### src/rtl/triangle_seq.sv
// rtl/triangle_seq.sv - triangle draw sequencer (clear, three circle segments); optional CLEAR via TRIANGLE_SEQ_CLEAR_EN
module triangle_seq (
    input  logic        clk,
    input  logic        rst,
    input  logic        start,
    output logic        done,
    input  logic [7:0]  centre_x,
    input  logic [6:0]  centre_y,
    input  logic [7:0]  diameter,
    input  logic [2:0]  colour,
    output logic        fill_start,
    input  logic        fill_done,
    input  logic [7:0]  fill_x,
    input  logic [6:0]  fill_y,
    input  logic        fill_plot,
    output logic        seg_start,
    input  logic        seg_done,
    output logic [1:0]  seg_type,
    output logic [9:0]  seg_cx,
    output logic [9:0]  seg_cy,
    output logic [7:0]  seg_radius,
    input  logic [9:0]  seg_x,
    input  logic [9:0]  seg_y,
    input  logic        seg_plot,
    output logic [7:0]  vga_x,
    output logic [6:0]  vga_y,
    output logic [2:0]  vga_colour,
    output logic        vga_plot
);

    typedef enum logic [2:0] {
        S_IDLE, S_LOAD, S_CLEAR, S_BLUE, S_GREEN, S_RED, S_DONE
    } state_t;

    state_t      state, state_nx;
    logic [7:0]  cx_q;
    logic [6:0]  cy_q;
    logic [7:0]  d_q;
    logic [2:0]  colour_q;
    logic        engine_live;
    logic        seg_state;

    logic [15:0]       prod1, prod2;
    logic signed [9:0] h1, h2, r, cxs, cys;
    logic signed [9:0] x1, y1, x2, y2, x3, y3;
    logic signed [9:0] sx, sy;
    logic              on_screen, in_window;

`ifndef TRIANGLE_SEQ_CLEAR_EN
    logic unused_fill;
    assign unused_fill = &{1'b0, fill_done, fill_x, fill_y, fill_plot};
`endif

    // corner geometry from the latched operands, all signed 10-bit
    assign prod1 = {8'b0, d_q} * 16'd74;
    assign prod2 = {8'b0, d_q} * 16'd148;
    assign h1    = $signed({2'b00, prod1[15:8]});
    assign h2    = $signed({2'b00, prod2[15:8]});
    assign r     = $signed({3'b000, d_q[7:1]});
    assign cxs   = $signed({2'b00, cx_q});
    assign cys   = $signed({3'b000, cy_q});
    assign x1    = cxs + r;
    assign y1    = cys + h1;
    assign x2    = cxs - r;
    assign y2    = cys + h1;
    assign x3    = cxs;
    assign y3    = cys - h2;

    assign sx        = $signed(seg_x);
    assign sy        = $signed(seg_y);
    assign on_screen = (sx >= 10'sd0) && (sx <= 10'sd159) && (sy >= 10'sd0) && (sy <= 10'sd119);
    assign seg_state = (state == S_BLUE) || (state == S_GREEN) || (state == S_RED);

    // state register
    always_ff @(posedge clk or posedge rst) begin
        if (rst) state <= S_IDLE;
        else     state <= state_nx;
    end

    // engine request goes live after the first cycle of an engine state, drops on exit
    always_ff @(posedge clk or posedge rst) begin
        if (rst) engine_live <= 1'b0;
        else     engine_live <= (state_nx == state) &&
                                (seg_state || (state == S_CLEAR));
    end

    // operand capture during LOAD only
    always_ff @(posedge clk or posedge rst) begin
        if (rst) begin
            cx_q     <= '0;
            cy_q     <= '0;
            d_q      <= '0;
            colour_q <= '0;
        end else if (state == S_LOAD) begin
            cx_q     <= centre_x;
            cy_q     <= centre_y;
            d_q      <= diameter;
            colour_q <= colour;
        end
    end

    // next-state selection
    always_comb begin
        state_nx = state;
        case (state)
            S_IDLE:  if (start) state_nx = S_LOAD;
`ifdef TRIANGLE_SEQ_CLEAR_EN
            S_LOAD:  state_nx = S_CLEAR;
            S_CLEAR: if (fill_done) state_nx = S_BLUE;
`else
            S_LOAD:  state_nx = S_BLUE;
`endif
            S_BLUE:  if (seg_done) state_nx = S_GREEN;
            S_GREEN: if (seg_done) state_nx = S_RED;
            S_RED:   if (seg_done) state_nx = S_DONE;
            S_DONE:  if (!start) state_nx = S_IDLE;
            default: state_nx = S_IDLE;
        endcase
    end

    // engine requests, segment parameters and pixel mux
    always_comb begin
        done       = (state == S_DONE);
        fill_start = 1'b0;
        seg_start  = seg_state && engine_live;
        seg_type   = 2'd0;
        seg_cx     = '0;
        seg_cy     = '0;
        seg_radius = seg_state ? d_q : 8'd0;
        in_window  = 1'b0;
        vga_x      = '0;
        vga_y      = '0;
        vga_colour = '0;
        vga_plot   = 1'b0;
        case (state)
`ifdef TRIANGLE_SEQ_CLEAR_EN
            S_CLEAR: begin
                fill_start = engine_live;
                vga_x      = fill_x;
                vga_y      = fill_y;
                vga_plot   = fill_plot;
            end
`endif
            S_BLUE: begin
                seg_type  = 2'd0;
                seg_cx    = x1;
                seg_cy    = y1;
                in_window = (sx <= x3);
            end
            S_GREEN: begin
                seg_type  = 2'd1;
                seg_cx    = x2;
                seg_cy    = y2;
                in_window = (sx >= x3);
            end
            S_RED: begin
                seg_type  = 2'd2;
                seg_cx    = x3;
                seg_cy    = y3;
                in_window = (sx >= x2) && (sx <= x1);
            end
            default: ;
        endcase
        if (seg_state) begin
            vga_x      = seg_x[7:0];
            vga_y      = seg_y[6:0];
            vga_colour = colour_q;
            vga_plot   = seg_plot && on_screen && in_window;
        end
    end

endmodule

### config.mk
export PLATFORM = sky130hd
export DESIGN_NAME = triangle_seq
export DESIGN_NICKNAME = d
export VERILOG_FILES = /design/src/rtl/triangle_seq.sv
export SDC_FILE = /design/constraint.sdc
export NUM_CORES = 1
export LEC_CHECK = 0
export ABC_AREA = 1
export ABC_CLOCK_PERIOD_IN_PS = 13400
export CORE_MARGIN = 2
export CORE_UTILIZATION = 54
export CTS_BUF_LIST = sky130_fd_sc_hd__clkbuf_8 sky130_fd_sc_hd__clkbuf_16
export DETAILED_ROUTE_END_ITERATION = 8
export PLACE_DENSITY = 0.95
export REMOVE_ABC_BUFFERS = 1
export SYNTH_ARGS = -nofsm -noshare
export SYNTH_HDL_FRONTEND = slang
export SYNTH_SLANG_ARGS = --single-unit
### constraint.sdc
create_clock -name clk -period 13.4 [get_ports clk]
set_clock_uncertainty 0.2 [all_clocks]
set_input_delay 1.34 -clock clk [delete_from_list [all_inputs] [get_ports clk]]
set_output_delay 1.34 -clock clk [all_outputs]
set_load 0.02 [all_outputs]
==> metrics.md <==
| Metric | Value |
|---|---|
| CP max FO | `5` |
| Routed wire length | `approximately 12 mm` |
| Final Max Tran Viols | `0` |
| Synth top area share | `23.1%` |
| Fin. Hold Viols | `0` |
| Clk_lat worst skew | `0.29 ns` |
| Die Span Y | `93.0 µm` |
| IO Pins | `120` |
| Req. time, crit path | `11.86 ns` |
| Run status | `finished, final reports clean` |
| CTS sink cnt | `30` |
| Row cnt | `32` |
| Seq cells post-synth | `30` |
| Drt wl/cell | `14.1 µm` |
| Worst R2R Path Depth | `10` |
| Vias | `about 4,500` |
| Reg2Reg Capture Point | `engine_live` |
| CTS Buf Count | `5` |
| CP endpoint kind | `primary output` |
| RR Startpoint | `state[1]` |
| CTS resizes | `0` |
| Ant diodes | `0` |
| Synth top area cells | `ha_1 23%, dfrtp_1 18%, nand2_1 12%` |
| Vias in the first global route | `4,436` |
| GP Congestion | `around 0.93` |
| Setup tns final | `0 ns` |
| GRT overflow | `0` |
| Number of distinct library cells after synthesis | `36` |
| Hold Crit Depth | `2` |
| Register area share after synthesis | `17.6%` |
| Yosys warns | `0` |
| Root buffer cell | `clkbuf_8` |
| Hold buffer count at cts | `0` |
| Global-route wire length before repair | `20.3 mm` |
| Min-Delay Path Class | `reg2reg` |
| Fmax | `148 MHz` |
| HP Start | `colour_q[0]` |
| Crit start category | `register` |
| Die W | `93.0 µm` |
| Crit Path Category | `reg2out` |
| Die area | `about 8600 µm²` |
| Nets | `901` |
| Syn avg cell area | `6.60 µm²` |
| Pin count of the biggest net entering global routing | `48` |
| Initial drt markers | `302` |
| Arrival time at the worst endpoint | `around 5.2 ns` |
| H-tree depth | `2` |
| # setup viols final | `0` |
| DP HPWL | `9.78 mm` |
| Mapped Cells | `~650` |
| WHS Endpoint | `colour_q[0]` |
| Most common cell after layout, fill and taps aside | `nand2_1` |
| Vias per inst | `~5.3` |
| Reg clk slew, reported paths | `0.06 ns` |
| Antenna violations before repair | `0` |
| Residual DRC count | `0` |
| RSZ-0062 raised after global routing | `false` |
| Total GRT Usage | `29.0%` |
| Layout area overhead | `28.1%` |
| Reg-to-reg setup timing slack | `11.21 ns` |
| Setup Fix Bufs, Post-CTS | `0` |
| Max Root-Sink Buffers | `2` |
| Share of cells above drive strength 1 | `4.01%` |
| 1st-pass router iterations | `5` |
| Most frequent cells in the layout | `131 x nand2_1, 124 x inv_1, 101 x clkdlybuf4s50_1` |
| Max-cap violations | `0` |
| Core area | `7690 µm²` |
| TritonCTS clock tree | `yes` |
| Final min period | `6.74 ns` |
| Port Buf Inserts | `around 100` |
| Final antenna-violating net count | `0` |
| Post-Syn Area | `around 4300 µm²` |
| Crit share post-route | `50.3%` |
| Synth area leader | `ha_1` |
| Initial Utilization | `55.6%` |
==> cell families after synthesis <==
| kind of cell | Yosys count | synth area share, % |
|---|---|---|
| DFF | 30 | 17.6 |
| buffers and inverters | 141 | 12.7 |
| adders and majority gates | 86 | 26.4 |
| and+or+nand+nor | 276 | 26.9 |
| other | 1 | 0.0877 |
| AOI/OAI and AO/OA | 98 | 12.7 |
| xor gates and xnor gates | 11 | 2.25 |
| muxes | 5 | 1.32 |
==> cell usage after synthesis, drive strengths merged <==
cell,n
a31oi,2
xnor2,1
nor3,7
buf,11
or2,4
nor2,88
o22ai,5
o21bai,4
a22oi,1
mux2,5
o31ai,2
inv,128
clkbuf,2
xor2,10
a21oi,53
dfrtp,30
fa,7
o221ai,2
o211ai,5
nand2,132
a221oi,1
o21ai,23
nand4,12
ha,79
nor4,2
conb,1
nand3,31
==> cell type report <==
cell class / count / area, µm²
Inverter: 128 / 480
Fill cell: 626 / 2210
Clock inverter: 2 / 12.5
Multi-Input combinational cell: 477 / 2980
Tap cell: 102 / 128
Timing Repair Buffer: 105 / 1040
Clock buffer: 6 / 82.6
Sequential cell: 30 / 751
==> per-layer routing <==
metal	wire length (µm)	vias to the layer above	global-route usage [%]
li1	-	2271	-
met1	5340	2085	38.1
met2	5790	157	49.8
met3	678	24	4.48
met4	208	0	7.11
met5	0	-	0
==> per-stage QoR <==
stage / instances / util, % / hold slack (ns) / setup slack (ns) / cell area [µm²]
after floorplan: 635 / - / 0.281 / 7.78 / 4210
after global placement: 842 / 70.0 / 0.295 / 7.27 / 5380
after detailed placement: 842 / 70.0 / 0.316 / 7.10 / 5380
after CTS: 850 / 71.2 / 0.327 / 6.71 / 5470
after global routing: 850 / 71.2 / 0.370 / 6.39 / 5470
final: 850 / 71.2 / 0.318 / 6.66 / 5470
==> worst max-delay path, cell delays in order (launching register included) <==
cell	delay, ns
dfrtp_1	0.45
ha_1	0.32
ha_1	0.30
fa_1	0.51
ha_1	0.35
a21oi_1	0.24
o21ai_0	0.21
a21oi_1	0.21
inv_1	0.07
or2_2	0.28
nand2_1	0.09
inv_1	0.05
ha_1	0.33
a21oi_1	0.17
nand2_1	0.10
nand2_1	0.08
nand2_1	0.06
a21oi_1	0.19
xor2_1	0.10
o21ai_0	0.17
clkdlybuf4s50_1	0.63
==> sequential cells by signal, indices dropped and copies added, names as in the netlist <==
signal and flops:
colour_q 3, engine_live 1, cy_q 7, d_q 8, state 3, cx_q 8
==> worst max-delay path by stage <==
stage | startpoint | end | cells after the start
after floorplan | d_q[4] | seg_cy[8] | 18
final | d_q[4] | seg_cy[5] | 20
after CTS | d_q[4] | seg_cy[5] | 20
after global routing | d_q[4] | seg_cy[6] | 23
after detailed placement | d_q[4] | seg_cy[5] | 20
after global placement | d_q[4] | seg_cy[5] | 20
Power is not shown: default switching activity piles up to over one toggle a cycle in this logic, so the estimate is an artifact.
